## src/rtl/completion_link_buffer.sv

```systemverilog
// Store-and-forward completion buffer for one link lane: frames TLPs from header DW0
// and exposes only fully written packets on a valid/ready stream.
module completion_link_buffer #(
  parameter int LINK_ID     = 0,
  parameter int DEPTH       = 64,
  parameter int FULL_MARGIN = 4
) (
  input  logic                     clk,
  input  logic                     rst_n,
  input  logic                     write_i,
  input  logic [1:0]               link_number_i,
  input  logic [31:0]              in_data_i,
  output logic                     output_buffer_full_o,
  output logic                     overflow_err_o,
  output logic                     out_valid_o,
  input  logic                     out_ready_i,
  output logic [31:0]              out_data_o,
  output logic                     out_sop_o,
  output logic                     out_eop_o,
  output logic [$clog2(DEPTH):0]   pkt_count_o
);

  localparam int AW = $clog2(DEPTH);
  localparam int PW = AW + 1;
  localparam logic [PW-1:0] DEPTH_P  = PW'(DEPTH);
  localparam logic [PW-1:0] FULL_THR = PW'(DEPTH - FULL_MARGIN);

  typedef enum logic [1:0] {S_IDLE, S_HDR, S_PAYLOAD, S_DROP} state_e;

  state_e          state_q, state_d;
  logic [1:0]      hcnt_q, hcnt_d;
  logic [10:0]     rem_q, rem_d;
  logic [10:0]     len_q, len_d;
  logic            has_pl_q, has_pl_d;
  logic [PW-1:0]   wr_spec_q, wr_spec_d;
  logic [PW-1:0]   wr_commit_q, wr_commit_d;
  logic [PW-1:0]   rd_ptr_q, rd_ptr_d;
  logic [PW-1:0]   pkt_count_q, pkt_count_d;
  logic            obf_q, obf_d;
  logic            overflow_q, overflow_d;
  logic [33:0]     mem_q [DEPTH];

  logic            accept_s, full_s, ovf_s, mem_we_s, commit_s;
  logic            out_valid_s, hs_s, eop_rd_s;
  logic [33:0]     mem_wdata_s, rd_entry_s;
  logic [10:0]     dw0_len_s, pl_len_s, drop_rem_s;
  logic [PW-1:0]   occ_d_s;

  assign accept_s    = write_i && (link_number_i == 2'(LINK_ID));
  assign full_s      = (wr_spec_q - rd_ptr_q) == DEPTH_P;
  assign ovf_s       = accept_s && full_s && (state_q != S_DROP);
  assign dw0_len_s   = (in_data_i[9:0] == 10'd0) ? 11'd1024 : {1'b0, in_data_i[9:0]};
  assign pl_len_s    = has_pl_q ? len_q : 11'd0;
  assign rd_entry_s  = mem_q[rd_ptr_q[AW-1:0]];
  assign out_valid_s = (pkt_count_q != '0);
  assign hs_s        = out_valid_s && out_ready_i;
  assign eop_rd_s    = hs_s && rd_entry_s[32];

  // Write-side framing FSM and pointer next-state
  always_comb begin
    state_d     = state_q;
    hcnt_d      = hcnt_q;
    rem_d       = rem_q;
    len_d       = len_q;
    has_pl_d    = has_pl_q;
    mem_we_s    = 1'b0;
    mem_wdata_s = 34'd0;
    commit_s    = 1'b0;
    drop_rem_s  = 11'd0;
    case (state_q)
      S_IDLE: begin
        // Dwords left in a dropped packet after the offending one
        drop_rem_s = 11'd2 + (in_data_i[30] ? dw0_len_s : 11'd0);
        if (accept_s && !full_s) begin
          mem_we_s    = 1'b1;
          mem_wdata_s = {1'b1, 1'b0, in_data_i};
          len_d       = dw0_len_s;
          has_pl_d    = in_data_i[30];
          hcnt_d      = 2'd1;
          state_d     = S_HDR;
        end else begin
          state_d = S_IDLE;
        end
      end
      S_HDR: begin
        drop_rem_s = ((hcnt_q == 2'd1) ? 11'd1 : 11'd0) + pl_len_s;
        if (accept_s && !full_s) begin
          mem_we_s = 1'b1;
          if (hcnt_q == 2'd1) begin
            mem_wdata_s = {2'b00, in_data_i};
            hcnt_d      = 2'd2;
          end else if (has_pl_q) begin
            mem_wdata_s = {2'b00, in_data_i};
            rem_d       = len_q;
            state_d     = S_PAYLOAD;
          end else begin
            mem_wdata_s = {2'b01, in_data_i};
            commit_s    = 1'b1;
            state_d     = S_IDLE;
          end
        end else begin
          state_d = S_HDR;
        end
      end
      S_PAYLOAD: begin
        drop_rem_s = rem_q - 11'd1;
        if (accept_s && !full_s) begin
          mem_we_s    = 1'b1;
          mem_wdata_s = {1'b0, (rem_q == 11'd1), in_data_i};
          rem_d       = rem_q - 11'd1;
          commit_s    = (rem_q == 11'd1);
          state_d     = (rem_q == 11'd1) ? S_IDLE : S_PAYLOAD;
        end else begin
          state_d = S_PAYLOAD;
        end
      end
      S_DROP: begin
        if (accept_s) begin
          rem_d   = rem_q - 11'd1;
          state_d = (rem_q == 11'd1) ? S_IDLE : S_DROP;
        end else begin
          state_d = S_DROP;
        end
      end
      default: state_d = S_IDLE;
    endcase

    if (ovf_s) begin
      rem_d   = drop_rem_s;
      state_d = (drop_rem_s == 11'd0) ? S_IDLE : S_DROP;
    end else begin
      rem_d = rem_d;
    end
  end

  // Pointer, packet-count and back-pressure next-state
  always_comb begin
    overflow_d  = ovf_s;
    wr_spec_d   = ovf_s ? wr_commit_q : (wr_spec_q + PW'(mem_we_s));
    wr_commit_d = commit_s ? (wr_spec_q + 1'b1) : wr_commit_q;
    rd_ptr_d    = rd_ptr_q + PW'(hs_s);
    pkt_count_d = pkt_count_q + PW'(commit_s) - PW'(eop_rd_s);
    occ_d_s     = wr_spec_d - rd_ptr_d;
    obf_d       = (occ_d_s > FULL_THR);
  end

  // State and control registers
  always_ff @(posedge clk or negedge rst_n) begin
    if (!rst_n) begin
      state_q     <= S_IDLE;
      hcnt_q      <= 2'd0;
      rem_q       <= 11'd0;
      len_q       <= 11'd0;
      has_pl_q    <= 1'b0;
      wr_spec_q   <= '0;
      wr_commit_q <= '0;
      rd_ptr_q    <= '0;
      pkt_count_q <= '0;
      obf_q       <= 1'b0;
      overflow_q  <= 1'b0;
    end else begin
      state_q     <= state_d;
      hcnt_q      <= hcnt_d;
      rem_q       <= rem_d;
      len_q       <= len_d;
      has_pl_q    <= has_pl_d;
      wr_spec_q   <= wr_spec_d;
      wr_commit_q <= wr_commit_d;
      rd_ptr_q    <= rd_ptr_d;
      pkt_count_q <= pkt_count_d;
      obf_q       <= obf_d;
      overflow_q  <= overflow_d;
    end
  end

  // Dword storage; contents are only visible once committed
  always_ff @(posedge clk) begin
    if (mem_we_s) begin
      mem_q[wr_spec_q[AW-1:0]] <= mem_wdata_s;
    end
  end

  assign output_buffer_full_o = obf_q;
  assign overflow_err_o       = overflow_q;
  assign out_valid_o          = out_valid_s;
  assign out_data_o           = out_valid_s ? rd_entry_s[31:0] : 32'd0;
  assign out_sop_o            = out_valid_s && rd_entry_s[33];
  assign out_eop_o            = out_valid_s && rd_entry_s[32];
  assign pkt_count_o          = pkt_count_q;

endmodule

```

## config.mk

```make
export PLATFORM = sky130hd
export DESIGN_NAME = completion_link_buffer
export DESIGN_NICKNAME = d
export VERILOG_FILES = /design/src/rtl/completion_link_buffer.sv
export SDC_FILE = /design/constraint.sdc
export NUM_CORES = 2
export LEC_CHECK = 0
export CORE_MARGIN = 2
export CORE_UTILIZATION = 67
export CTS_CLUSTER_SIZE = 14
export DETAILED_ROUTE_END_ITERATION = 7
export MAX_ROUTING_LAYER = met4
export PLACE_DENSITY_LB_ADDON = 0.2
export SYNTH_ARGS = -nofsm -noshare
export SYNTH_HDL_FRONTEND = slang
export SYNTH_SLANG_ARGS = --single-unit
```

## constraint.sdc

```tcl
create_clock -name clk -period 14.46 [get_ports clk]
set_input_delay 2.169 -clock clk [delete_from_list [all_inputs] [get_ports clk]]
set_output_delay 2.169 -clock clk [all_outputs]
set_load 0.02 [all_outputs]
```

==> results.sh <==
export IMPL_clock_path_buffers=3
export IMPL_core_area_um2=131000
export IMPL_cp_max_fo=124
export IMPL_r2r_end="mem_q[61][14]$_DFFE_PP_"
export IMPL_syn_to_final_growth_pct=11.3
export IMPL_cts_tree="built"
export IMPL_synth_seq_cells=2233
export IMPL_hold_buffers=0
export IMPL_wirelength_um=227000
export IMPL_worstSetupEndpointType="output pin"
export IMPL_r2r_start="rd_ptr_q[2]$_DFF_PN0_"
export IMPL_synth_main_ff_cell="edfxtp_1"
export IMPL_rrSetupSlack_ns=7.55
export IMPL_cts_made_buffers=211
export IMPL_synth_nets=4549
export IMPL_grtUsageTotal_pct=35.4
export IMPL_ys_types=66
export IMPL_synth_cells=4474
export IMPL_first_pass_iters=6
export IMPL_synthTopCellsByArea="edfxtp_1 (74%), mux4_2 (9.6%), mux2i_1 (4.6%), o221ai_1 (1.9%), dfrtp_1 (1.6%)"
export IMPL_cap_viol_max_count=0
export IMPL_report_power_total_uw=18600
export IMPL_antenna_found_initial=12
export IMPL_tightest_slew_ns=1.32
export IMPL_outcome="finished clean"
export IMPL_tns_ns=0
export IMPL_slowest_stage="dfrtp_4"
export IMPL_clockRootBuffer="clkbuf_16"
export IMPL_grt_setup_unrepaired="no"
export IMPL_vias_per_cell=7.19
export IMPL_clk_pin_slew_worst_paths_ns=0.07
export IMPL_wl_met3_um=26500
export IMPL_clkLatencyLatePin_ns=0.83
export IMPL_critical_path_arrival_ns=6.25
export IMPL_grt_ovfl_total=0
export IMPL_drt_iter0_markers=6946
export IMPL_final_hold_viol_count=0
export IMPL_start_kind="flip-flop"
export IMPL_clock_sinks=2233
export IMPL_grt_pass1_wl_um=327000
export IMPL_peakVddDrop_mv=0.201
export IMPL_synth_top_cells_by_count="edfxtp_1 (2176), mux2i_1 (405), mux4_2 (377)"
export IMPL_async_flop_share_pct=2.55
export IMPL_met2_length_um=111000
export IMPL_m1WireLength_um=80500
export IMPL_setup_viol=0
export IMPL_dp_cells=6152
export IMPL_synth_top_area_cell="edfxtp_1"
export IMPL_fin_ws_ns=6.04
export IMPL_yosysTopAreaCellShare_pct=74.2
export IMPL_wire_per_inst_um=34.6
export IMPL_cts_resized=0
export IMPL_top_layer="met4"
export IMPL_relSlewSlack_pct=12.1
export IMPL_ioPinCount=82
export IMPL_ys_seq_area_share_pct=75.8
export IMPL_finClkSkew_ns=0.0271
export IMPL_row_count=133
export IMPL_num_vias=47151
export IMPL_cpPeakStageDelay_ns=0.95
export IMPL_fin_cells=6555
export IMPL_ant_nets=0
export IMPL_drive_gt1_share_pct=19.2
export IMPL_finalMaxSlewViolations=0
export IMPL_dieArea_um2=134000
export IMPL_die_h_um=367
export IMPL_reg2reg_depth=12
export IMPL_gp_congestion=0.847
export IMPL_timing_final_crit_share_pct=58.2
export IMPL_post_synth_top_count_cell="edfxtp_1"
export IMPL_initial_utilization_pct=67.3
export IMPL_dp_hpwl_um=114000
export IMPL_holdPathStages=1
export IMPL_portBuffers=81
export IMPL_path_cells="buf_12, buf_4, mux4_2, mux4_2, a211oi_1, nor3_1, clkdlybuf4s50_1"
export IMPL_critical_path_class="reg -> out"
export IMPL_pre_cts_ws_ns=7.09
export IMPL_critPathRequiredTime_ns=12.29
export IMPL_hold_path_class="reg -> reg"
export IMPL_cts_setup_buffers=0
export IMPL_p_leak_uw=0.0319
export IMPL_grt_pass1_vias=46719
export IMPL_ys_warn_count=0
export IMPL_fmax_mhz=119
export IMPL_fin_hold_ws_ns=0.499
export IMPL_drc=0
export IMPL_synth_area_um2=88100
export IMPL_fp_dieW_um=367
export IMPL_power_density_nw_per_um2=190
export IMPL_holdPathEnd="hcnt_q[0]$_DFFE_PN0P_"
export IMPL_syn_avg_cell_area_um2=19.7
export IMPL_synth_edff_count=2176
export IMPL_fin_crit_ns=8.42
export IMPL_hold_start="hcnt_q[0]$_DFFE_PN0P_"
export IMPL_htreeDepth=4
export IMPL_grt_max_degree=125
export IMPL_path_common_cell="mux4_2"
export IMPL_nets=4685
## stage by stage
| step | area (um2) | util, % |
|---|---|---|
| floorplan | 88100 | - |
| global placement | 91400 | 69.8 |
| detailed placement | 91400 | 69.8 |
| CTS | 98000 | 74.8 |
| global route | 98000 | 74.9 |
| finish | 98000 | 74.9 |
## cell families (layout without fill, tap and decap cells)
group                    Yosys count  in the layout  synth area share [%]
AO/OA/AOI/OAI                    585            585                  4.59
XOR/XNOR                          47             47                 0.467
adder cells (fa/ha/maj)           38             38                 0.554
buffers and inverters            310            624                  1.57
flip-flops                      2233           2233                  75.8
multiplexers                     798            798                  14.4
other                              0             12                     0
AND/OR/NAND/NOR                  463            463                  2.57
## power by group
part | internal, uW | total (uW) | switching, uW | leakage (uW)
combinational | 2340 | 5790 | 3450 | 0.00797
clock | 3020 | 5360 | 2340 | 0.00326
sequential | 7230 | 7480 | 249 | 0.0207
total | 12600 | 18600 | 6040 | 0.0319
## layer usage
metal  vias to the layer above  global-route usage [%]
met5                         -                       -
met4                         0                    12.6
met3                       547                    7.03
met2                      3345                    55.0
met1                     24348                    47.6
li1                      18911                       -
## critical path: cells and delay by family, from the launching register on
family	cells	cell delay (ns)
muxes	2	0.93
DFF	1	0.95
AOI/OAI and AO/OA	1	0.93
and+or+nand+nor	1	0.23
buffers and inverters	3	2.18
## state kept, by name, summed over array words and instances, names as in the netlist
name                  cells
mem_q                  2176
len_q                    11
rem_q                    11
pkt_count_o               7
rd_ptr_q                  7
wr_commit_q               7
wr_spec_q                 7
hcnt_q                    2
state_q                   2
has_pl_q                  1
output_buffer_full_o      1
overflow_err_o            1
## worst max path at each step
stage / from / slack [ns] / cells past startpoint / end
floorplan: rd_ptr_q[3]$_DFF_PN0_ / 7.17 / 12 / mem_q[0][8]$_DFFE_PP_
global placement: rd_ptr_q[1]$_DFF_PN0_ / 7.10 / 7 / out_data_o[24]
detailed placement: rd_ptr_q[0]$_DFF_PN0_ / 7.09 / 8 / out_data_o[8]
CTS: rd_ptr_q[0]$_DFF_PN0_ / 6.13 / 9 / out_data_o[15]
global route: rd_ptr_q[0]$_DFF_PN0_ / 5.87 / 9 / out_data_o[15]
finish: rd_ptr_q[1]$_DFF_PN0_ / 6.04 / 7 / out_data_o[24]
## placed cells by master (no fill, tap or decap), types with 64 or more instances in the layout
cell             instances
clkdlybuf4s50_1         80
mux2i_1                405
a21oi_1                130
nor2_4                  65
o22ai_1                107
clkbuf_16              216
mux4_2                 377
edfxtp_1              2176
nor3_1                 162
buf_4                  106
nor2_1                  64
o221ai_1               196
## cell type report
cell class                      instances  area (um2)
Multi-Input combinational cell       1931       20500
Clock buffer                          270        5610
Timing Repair Buffer                  192        1700
Clock inverter                        121        1050
Antenna cell                           12        30.0
Inverter                               41         165
Tap cell                             1755        2200
Fill cell                            7105       32900
Sequential cell                      2233       66800
Power figures use the tool's default switching activity.
